===== src/rtl/pipe_mux.sv =====
// Registered N-way select mux with valid/ready handshake and a two-entry skid buffer.
// The selected word is always registered; a stalled consumer never loses or repeats a word.
module pipe_mux #(
    parameter int unsigned WIDTH  = 32,
    parameter int unsigned NUM_IN = 4,
    localparam int unsigned SEL_W = $clog2(NUM_IN)
) (
    input  logic                    clk,
    input  logic                    rst,
    input  logic [NUM_IN*WIDTH-1:0] in_data,
    input  logic [SEL_W-1:0]        in_sel,
    input  logic                    in_valid,
    output logic                    in_ready,
    input  logic                    flush,
    output logic [WIDTH-1:0]        out_data,
    output logic [SEL_W-1:0]        out_sel,
    output logic                    out_err,
    output logic                    out_valid,
    input  logic                    out_ready
);

    typedef enum logic [1:0] {
        EMPTY = 2'd0,
        ONE   = 2'd1,
        FULL  = 2'd2
    } state_t;

    state_t state;
    state_t state_next;

    logic             accept;
    logic             pop;
    logic             ld_main_in;
    logic             ld_main_skid;
    logic             ld_skid_in;

    logic [WIDTH-1:0] cap_data;
    logic             cap_err;

    logic [WIDTH-1:0] skid_data;
    logic [SEL_W-1:0] skid_sel;
    logic             skid_err;

    assign accept = in_valid & in_ready;
    assign pop    = out_valid & out_ready;

    // Select the addressed input; an out-of-range index yields an all-zero word and err.
    always_comb begin
        cap_data = '0;
        cap_err  = 1'b1;
        for (int unsigned k = 0; k < NUM_IN; k++) begin
            if (in_sel == SEL_W'(k)) begin
                cap_data = in_data[k*WIDTH +: WIDTH];
                cap_err  = 1'b0;
            end
        end
    end

    always_ff @(posedge clk or posedge rst) begin
        if (rst) begin
            state     <= EMPTY;
            out_valid <= 1'b0;
            in_ready  <= 1'b1;
        end else begin
            state     <= state_next;
            out_valid <= (state_next != EMPTY);
            in_ready  <= (state_next != FULL);
        end
    end

    // Occupancy transitions; flush overrides everything and drops any simultaneous accept.
    always_comb begin
        state_next   = state;
        ld_main_in   = 1'b0;
        ld_main_skid = 1'b0;
        ld_skid_in   = 1'b0;
        case (state)
            EMPTY: begin
                if (accept) begin
                    state_next = ONE;
                    ld_main_in = 1'b1;
                end
            end
            ONE: begin
                if (accept && !pop) begin
                    state_next = FULL;
                    ld_skid_in = 1'b1;
                end else if (!accept && pop) begin
                    state_next = EMPTY;
                end else if (accept && pop) begin
                    ld_main_in = 1'b1;
                end
            end
            FULL: begin
                if (pop) begin
                    state_next   = ONE;
                    ld_main_skid = 1'b1;
                end
            end
            default: state_next = EMPTY;
        endcase
        if (flush) begin
            state_next   = EMPTY;
            ld_main_in   = 1'b0;
            ld_main_skid = 1'b0;
            ld_skid_in   = 1'b0;
        end
    end

    always_ff @(posedge clk or posedge rst) begin
        if (rst) begin
            out_data  <= '0;
            out_sel   <= '0;
            out_err   <= 1'b0;
            skid_data <= '0;
            skid_sel  <= '0;
            skid_err  <= 1'b0;
        end else begin
            if (ld_main_in) begin
                out_data <= cap_data;
                out_sel  <= in_sel;
                out_err  <= cap_err;
            end else if (ld_main_skid) begin
                out_data <= skid_data;
                out_sel  <= skid_sel;
                out_err  <= skid_err;
            end
            if (ld_skid_in) begin
                skid_data <= cap_data;
                skid_sel  <= in_sel;
                skid_err  <= cap_err;
            end
        end
    end

endmodule


===== config.mk =====
export PLATFORM = sky130hd
export DESIGN_NAME = pipe_mux
export DESIGN_NICKNAME = d
export VERILOG_FILES = /design/src/rtl/pipe_mux.sv
export SDC_FILE = /design/constraint.sdc
export NUM_CORES = 1
export LEC_CHECK = 0
export BUFFER_PORTS_ARGS = -buffer_cell sky130_fd_sc_hd__buf_2
export CAP_MARGIN = 20
export CORE_MARGIN = 1
export CORE_UTILIZATION = 53
export CTS_BUF_LIST = sky130_fd_sc_hd__clkbuf_2 sky130_fd_sc_hd__clkbuf_4 sky130_fd_sc_hd__clkbuf_8
export DETAILED_ROUTE_END_ITERATION = 16
export HOLD_SLACK_MARGIN = 0.02
export PLACE_DENSITY = 0.95
export SLEW_MARGIN = 20
export SYNTH_ARGS = -nofsm -noshare
export SYNTH_HDL_FRONTEND = slang
export SYNTH_SLANG_ARGS = --single-unit

===== constraint.sdc =====
create_clock -name clk -period 4.3 [get_ports clk]
set_input_delay 0.86 -clock clk [delete_from_list [all_inputs] [get_ports clk]]
set_output_delay 0.86 -clock clk [all_outputs]
set_load 0.01 [all_outputs]

==> qor_table.md, run 1 <==
| Group | Result | Value |
|:---|:---|:---|
| cells and area | Fin nets | 592 |
| power | Lkg Pwr | 2.36 nW |
| worst hold path | Hold Path Class | flip-flop to flip-flop |
| power | Final Power | 2.31 mW |
| cts | Number of buffers inserted by post-CTS setup repair | 0 |
| cts | Clk_lat worst skew | 0.33 ns |
| global route | Number of antenna violations at the first check in global routing | 0 |
| global route | Global-route wire length before repair | 14,300 um |
| routing | Wire length on met3 | 641 um |
| worst setup path | Data required, critical path | 4.51 ns |
| power | Sw frac | 29.4% |
| run status | Run status | completed |
| yosys | Net count of the mapped netlist | 433 |
| cts | Maximum clock insertion buffer count | 2 |
| worst hold path | Worst hold stages | 2 |
| yosys | Seq/Total Area, Yosys | 46.7% |
| placed design | Area after detailed placement | 4790 um^2 |
| yosys | Ranking of synthesized cells by area | dfrtp_1, mux4_2, mux2_2, o22ai_2, nand2_1 |
| routing | Post-detailed-route wirelength per cell | 16.7 um |
| sta | Headroom to the max-slew limit | 35.5% |
| sta | Shortest period the worst path allows | 2.45 ns |
| sta | Final WS setup | 1.85 ns |
| routing | Metal2 WL | 4780 um |
| cells and area | Cell Count, Final, Fillers Out | 561 |
| routing | Initial DRC count | 148 |
| floorplanning | Number of top-level pins | 172 |
| global route | Pin count of the biggest net entering global routing | 42 |
| placed design | Count of buffers from port buffering | 171 |
| sta | Hold Worst Slack | 0.474 ns |
| power | Cell Int Power | 1.63 mW |
| cells and area | Post-layout instance area | 5000 um^2 |
| sta | Post-Route Setup TNS | 0 ns |
| floorplanning | Core area | 7250 um^2 |
| routing | Uppermost routed layer | met4 |
| cells and area | Antenna Diode Count | 0 |
| cts | Root buf cell | clkbuf_8 |
| placed design | Number of instances in the placed design | 545 |
| cells and area | Final-layout fill cell count | 543 |
| cts | Hold-fix buffers, CTS | 0 |
| power | Switch Pwr | 0.679 mW |
| routing | Count of TritonRoute iterations in the first routing pass | 5 |
| cts | Clock sinks | 74 |
| routing | Routed wire length | 9340 um |
| sta | Setup violators final | 0 |
| worst setup path | Number of cells on the worst reg-to-reg path | 4 |
| yosys | EDFF count, synth | 0 |
| cts | Number of buffers inserted during clock tree synthesis | 9 |
| placed design | DP HPWL | 6690 um |
| power | Part of the power in combinational logic | 27.9% |
| cells and area | Synth-to-Final Area Change | 25.9% |
| worst setup path | Arrival time at the worst endpoint | 2.66 ns |
| cts | Clock transition at the register clock pins on the worst setup and hold paths after CTS | 0.07 ns |
| routing | DR vias/cell | 5.65 |
| placed design | Worst setup timing slack at the placement stage | 1.46 ns |
| floorplanning | Die Y | 88.6 um |
| cells and area | Final cell utilization of the core | 68.9% |
| global route | Remaining global-route overflow | 0 |
| routing | Total via count after detailed routing | 3,167 |
| global route | Via count of the first global-routing pass | 3,040 |
| routing | DRC violation count after routing | 0 |
| sta | F_max | 408 MHz |
| cts | Number of gates given a new drive strength after cts | 0 |
| power | Clock group share of total power | 24.0% |
| power | Sequential Power Share | 48.1% |
| routing | Post-route antenna net violation count | 0 |
| placed design | Final GP Congestion | 0.762 |
| floorplanning | DIE AREA | 7840 um^2 |
| worst setup path | Crit Path Max Fanout | 35 |
| power | Power per unit of standard cell area | 462 nW/um^2 |
| yosys | Area of the mapped netlist | 3970 um^2 |
| yosys | Mean post-synth cell area | 13.3 um^2 |
| worst setup path | CP Class | primary input to flip-flop |
| floorplanning | Overall die width | 88.6 um |
| sta | Final slew viol count | 0 |
| yosys | Top flip-flop cell by instance count after synthesis | dfrtp_1 |
| yosys | Cell count after synthesis | 298 |
| cts | H-tree depth | 3 |
| global route | Total routing resource utilization after global routing | 24.6% |
| yosys | Async set-or-reset flop fraction in the synthesized netlist | 100% |
| floorplanning | Starting Density | 54.7% |
| cells and area | Fraction of layout instances using a drive strength above 1 | 60.8% |
| yosys | Total of warnings raised by yosys | 0 |
| cts | TritonCTS clock tree | yes |
| sta | RSZ-0062 raised after global routing | no |
| sta | Layout Skew | 0.00922 ns |
| yosys | Number of distinct library cells after synthesis | 31 |
| run | Count of max-cap constraint violations | 0 |
| floorplanning | Std cell rows | 31 |
| yosys | Flip-flop and latch count after synthesis | 74 |
| worst setup path | Critical path startpoint category | primary input |
| sta | Post-route fraction of the period consumed by the critical path | 57.1% |
| power | Peak supply drop | 0.217 mV |
| yosys | Area fraction of the dominant cell type after synthesis | 46.0% |
| yosys | Top cell type by total area after synthesis | dfrtp_1 |
| routing | Post-route met1 wirelength | 3720 um |
| worst setup path | Setup crit end kind | flip-flop |
| sta | Transition at the pin with the smallest max-transition slack | 0.966 ns |
| sta | Number of hold violations in the final report | 0 |
-- registers in the layout, indices dropped and copies added, names as in the netlist --
signal     flops
skid_err       1
out_data      32
state          2
in_ready       1
out_valid      1
skid_data     32
out_sel        2
out_err        1
skid_sel       2
-- cells in the final DEF (no fill, tap or decap) --
| cell | Yosys | routed |
|---|---|---|
| mux2_2 | 34 | 34 |
| a21bo_2 | 1 | 1 |
| o22ai_2 | 15 | 15 |
| nand2_1 | 30 | 30 |
| a21boi_4 | 1 | 1 |
| nand2b_4 | 1 | 1 |
| clkbuf_8 | 0 | 11 |
| nand3_1 | 14 | 14 |
| a22oi_1 | 13 | 13 |
| a21boi_0 | 1 | 1 |
| xor2_1 | 1 | 1 |
| and2_1 | 1 | 1 |
| nor3b_1 | 1 | 1 |
| nor4_4 | 1 | 1 |
| clkbuf_4 | 0 | 3 |
| nor3_1 | 15 | 15 |
| a31oi_1 | 6 | 6 |
| dfstp_2 | 1 | 1 |
| a211oi_1 | 1 | 1 |
| clkinv_2 | 0 | 2 |
| a21oi_1 | 1 | 1 |
| mux4_2 | 32 | 32 |
| or3_2 | 0 | 1 |
| or4_2 | 0 | 1 |
| o22a_1 | 1 | 1 |
| bufinv_16 | 0 | 1 |
| buf_2 | 12 | 170 |
| nor2_1 | 23 | 23 |
| nand3_2 | 1 | 1 |
| nor3_4 | 1 | 1 |
| buf_4 | 2 | 4 |
| dfrtp_1 | 73 | 73 |
-- cell families (layout without fill, tap and decap cells) --
kind of cell	after synthesis	after routing	share of synthesized area, %
multiplexers	66	66	27.8
XOR/XNOR	1	1	0.221
flip-flops	74	74	46.7
AND/OR/NAND/NOR	90	90	10.9
buffers and inverters	27	191	4.82
AO/OA/AOI/OAI	40	40	9.58
-- routing by layer --
layer,up-vias,track usage [%]
li1,1444,-
met4,0,10.7
met1,1548,29.8
met3,16,4.57
met5,-,0
met2,159,43.1
-- cells in the mapped netlist, types with 2 or more instances --
cell type,count
buf_6,9
o22ai_2,15
a22oi_1,13
nor3_1,15
nand3_1,14
nand2_1,30
buf_2,12
buf_4,2
mux4_2,32
mux2_2,34
a31oi_1,6
clkbuf_1,3
dfrtp_1,73
nor2_1,23
-- critical path: stages --
cell and delay, ns:
buf_2 0.08, nand2_1 0.15, nor2_1 0.21, nand3_2 0.78, mux2_2 0.58
-- area by class of cell --
| cell class | count | area, um^2 | area share [%] |
|---|---|---|---|
| tap | 99 | 124 | 2.48 |
| inverter | 1 | 5.00 | 0.100 |
| clock buffer | 14 | 174 | 3.48 |
| multi-input combinational | 197 | 1930 | 38.6 |
| timing repair buffer | 174 | 881 | 17.6 |
| clock inverter | 2 | 35.0 | 0.701 |
| sequential | 74 | 1850 | 37.1 |
-- final timing paths --
check / start / end / slack [ns]
worst max-delay path: in_valid / skid_data[20] / 1.85
worst min-delay path: skid_err / out_err / 0.47
worst max register to register: in_ready / skid_data[20] / 1.92
worst min register to register: skid_err / out_err / 0.47
max in group asynchronous: rst / out_data[20] / 2.79
min in group asynchronous: rst / out_data[9] / 0.59
-- power by group through the flow --
stage / sequential, mW / clock [mW] / combinational [mW]
finish: 1.11 / 0.555 / 0.644
floorplan: 1.14 / 0 / 0.383
global route: 1.14 / 0.599 / 0.719
global placement: 1.10 / 0 / 0.620
CTS: 1.11 / 0.569 / 0.653
detailed placement: 1.12 / 0 / 0.651
No activity file was read; power rests on OpenSTA's default activity.
==> run 2, diff against run 1 <==
--- a/config.mk
+++ b/config.mk
@@ -5,14 +5,15 @@
 export SDC_FILE = /design/constraint.sdc
 export NUM_CORES = 1
 export LEC_CHECK = 0
+export ABC_AREA = 1
 export BUFFER_PORTS_ARGS = -buffer_cell sky130_fd_sc_hd__buf_2
 export CAP_MARGIN = 20
 export CORE_MARGIN = 1
-export CORE_UTILIZATION = 53
+export CORE_UTILIZATION = 50
 export CTS_BUF_LIST = sky130_fd_sc_hd__clkbuf_2 sky130_fd_sc_hd__clkbuf_4 sky130_fd_sc_hd__clkbuf_8
 export DETAILED_ROUTE_END_ITERATION = 16
 export HOLD_SLACK_MARGIN = 0.02
-export PLACE_DENSITY = 0.95
+export PLACE_DENSITY = 0.92
 export SLEW_MARGIN = 20
 export SYNTH_ARGS = -nofsm -noshare
 export SYNTH_HDL_FRONTEND = slang
==> constraint.sdc (replaced) <==
create_clock -name clk -period 2.3 [get_ports clk]
set_input_delay 0.46 -clock clk [delete_from_list [all_inputs] [get_ports clk]]
set_output_delay 0.46 -clock clk [all_outputs]
set_load 0.01 [all_outputs]
==> run 2 against run 1 <==
  * Area after synthesis up 5.1%
  * Worst setup slack lost 1.3 ns
  * Combinational power up 100%
  * Largest cell class unchanged
  * Synthesized cell count is 97% higher
  * Global-route usage is 6.6 points higher
  * Sequential cell count unchanged
  * Critical endpoint is now out_data[16]
  * Wire length increased by 40%
  * Sequential share of layout area fell by 2.0 points
  * Critical path depth grew 3
  * Worst hold slack worse by 0.27 ns
==> qor_table.md, run 2 <==
| Group | Result | Value |
|:---|:---|:---|
| yosys | EDFF count, synth | 0 |
| placed design | Final GP Congestion | 0.828 |
| cells and area | Register area | 1850 um^2 |
| routing | Total via count after detailed routing | 4,655 |
| cells and area | Synth-to-Final Area Change | 26.7% |
| yosys | Top cell type by total area after synthesis | dfrtp_1 |
| cts | Clk_lat worst skew | 0.35 ns |
| sta | Post-Route Setup TNS | 0 ns |
| yosys | Net count of the mapped netlist | 721 |
| sta | Transition at the pin with the smallest max-transition slack | 0.961 ns |
| run | Count of max-cap constraint violations | 0 |
| worst setup path | Crit Path Max Fanout | 17 |
| floorplanning | Die Y | 93.4 um |
| worst setup path | CP Class | flip-flop to flip-flop |
| yosys | Area of the mapped netlist | 4170 um^2 |
| cts | Maximum clock insertion buffer count | 2 |
| power | Power per unit of standard cell area | 857 nW/um^2 |
| worst setup path | Arrival time at the worst endpoint | 2.03 ns |
| sta | Layout Skew | 0.0101 ns |
| sta | Shortest period the worst path allows | 1.79 ns |
| cts | Hold-fix buffers, CTS | 0 |
| cells and area | Largest registers | out_data: 32 flops, skid_data: 32 flops |
| placed design | Count of buffers from port buffering | 171 |
| cts | Clock sinks | 74 |
| cells and area | Most common cell after layout, fill and taps aside | nand2_1 |
| worst setup path | Beginning of the worst register-to-register path | in_ready |
| yosys | Count leader, synth | nand2_1 |
| routing | Initial DRC count | 322 |
| cells and area | Final cell utilization of the core | 67.0% |
| sta | Post-route fraction of the period consumed by the critical path | 77.9% |
| power | Lkg Pwr | 2.80 nW |
| floorplanning | Core area | 7890 um^2 |
| yosys | Async set-or-reset flop fraction in the synthesized netlist | 100% |
| sta | Final slew viol count | 0 |
| floorplanning | DIE AREA | 8720 um^2 |
| worst hold path | Hold Path Class | primary input to async pin |
| yosys | Cell count after synthesis | 586 |
| worst setup path | Data required, critical path | 2.54 ns |
| sta | Setup violators final | 0 |
| yosys | Number of distinct library cells after synthesis | 23 |
| sta | Number of hold violations in the final report | 0 |
| global route | Pin count of the biggest net entering global routing | 75 |
| routing | Routed wire length | 13,000 um |
| placed design | Worst setup timing slack at the placement stage | 0.420 ns |
| run status | Run status | completed |
| sta | F_max | 558 MHz |
| cts | Number of buffers inserted during clock tree synthesis | 9 |
| worst setup path | R2R Path End | out_data[16] |
| routing | Post-detailed-route wirelength per cell | 15.4 um |
| yosys | Flip-flop and latch count after synthesis | 74 |
| floorplanning | Starting Density | 52.9% |
| worst setup path | Number of cells on the worst reg-to-reg path | 8 |
| global route | Number of antenna violations at the first check in global routing | 0 |
| cts | H-tree depth | 3 |
| cells and area | Most frequent cells in the layout | nand2_1, buf_2, nand3_1, dfrtp_1, o21ai_1 |
| floorplanning | Std cell rows | 32 |
| routing | Count of TritonRoute iterations in the first routing pass | 5 |
| power | Final Power | 4.53 mW |
| sta | RSZ-0062 raised after global routing | no |
| placed design | DP HPWL | 9260 um |
| cells and area | Fin nets | 874 |
| cts | Root buf cell | clkbuf_8 |
| global route | Via count of the first global-routing pass | 4,392 |
| worst setup path | Setup crit end kind | flip-flop |
| routing | Post-route antenna net violation count | 0 |
| routing | DRC violation count after routing | 0 |
| floorplanning | Number of top-level pins | 172 |
| cells and area | Final-layout fill cell count | 662 |
| cts | TritonCTS clock tree | yes |
| sta | Final WS setup | 0.508 ns |
| yosys | Mean post-synth cell area | 7.12 um^2 |
| yosys | Seq/Total Area, Yosys | 44.4% |
| cells and area | Fraction of layout instances using a drive strength above 1 | 28.2% |
| yosys | Ranking of synthesized cells by area | dfrtp_1, nand2_1, nand3_1, o21ai_1, or2_0 |
| floorplanning | Overall die width | 93.4 um |
| yosys | Top flip-flop cell by instance count after synthesis | dfrtp_1 |
| cts | Number of gates given a new drive strength after cts | 0 |
| power | Peak supply drop | 0.448 mV |
| cells and area | Antenna Diode Count | 0 |
| yosys | Total of warnings raised by yosys | 0 |
| global route | Remaining global-route overflow | 0 |
| sta | Headroom to the max-slew limit | 35.8% |
| worst setup path | Reg-to-reg slack, setup | 0.51 ns |
| yosys | Area fraction of the dominant cell type after synthesis | 43.8% |
| global route | Global-route wire length before repair | 20,800 um |
| routing | DR vias/cell | 5.50 |
| global route | Total routing resource utilization after global routing | 31.2% |
| cts | Number of buffers inserted by post-CTS setup repair | 0 |
| yosys | Top cell types by occurrence after synthesis | nand2_1, nand3_1, dfrtp_1 |
| cells and area | Area used by multi-input combinational logic | 2010 um^2 |
| worst setup path | Critical path startpoint category | flip-flop |
| cts | Clock transition at the register clock pins on the worst setup and hold paths after CTS | 0.07 ns |
-- run 2: changes by cell type after synthesis, moves of 14 or more --
cell / delta
mux2_2: -34
nor3_1: -14
nand3_1: +112
o22ai_2: -15
nor2_1: -17
nand2_1: +166
inv_1: +27
o21ai_1: +60
mux4_2: -32
or2_0: +19
-- run 2: cells by family (layout without fill, tap and decap cells) --
logic type	Yosys count	in the layout	share of synthesized area [%]
buffers and inverters	73	231	7.53
DFF	74	74	44.4
AOI/OAI and AO/OA	72	72	8.76
and+or+nand+nor	367	367	39.3
-- run 2: critical path, cell delays in order, from the launching register on --
cell     delay [ns]
dfstp_2        0.53
nand2_1        0.06
nor2_1         0.12
nand3_1        0.13
inv_2          0.34
buf_4          0.33
nand2_1        0.08
nand2_1        0.06
inv_1          0.04
-- run 2: how the worst max path moves through the flow --
stage               startpoint             to  slack, ns  depth (start not counted)
CTS                   in_ready   out_data[16]       0.53                          8
global placement     in_sel[0]   out_data[25]       0.51                          9
finish                in_ready   out_data[16]       0.51                          8
floorplan             in_ready  skid_data[13]       0.81                          9
detailed placement   in_sel[0]   out_data[25]       0.42                          9
global route          in_ready   out_data[31]       0.37                          8
-- run 2: per-layer routing --
metal | vias up | track usage, % | wire (um) | part of all wire, %
met5 | - | 0 | 0 | 0
met4 | 0 | 15.6 | 424 | 3.3
met3 | 35 | 5.20 | 1170 | 8.9
met2 | 260 | 49.7 | 6280 | 48
met1 | 2148 | 41.1 | 5170 | 40
li1 | 2212 | - | - | -
-- run 2: through the flow --
step	cell area [um^2]	hold WS (ns)	instances
after global placement	5060	0.459	830
final	5290	0.205	846
after global routing	5290	0.240	846
after floorplan	4180	0.449	586
after CTS	5290	0.226	846
after detailed placement	5060	0.458	830
-- run 2: cell type report --
cell class	count	area share [%]
sequential	74	35.1
clock buffer	11	2.75
multi-input combinational	439	37.9
tap	102	2.41
inverter	34	2.49
timing repair buffer	181	17.9
clock inverter	5	1.49
-- run 2: report_power, final --
part | total [mW] | internal [mW] | switching, mW
clock network | 1.13 | 0.651 | 0.482
registers | 2.08 | 1.78 | 0.290
logic | 1.32 | 0.551 | 0.772
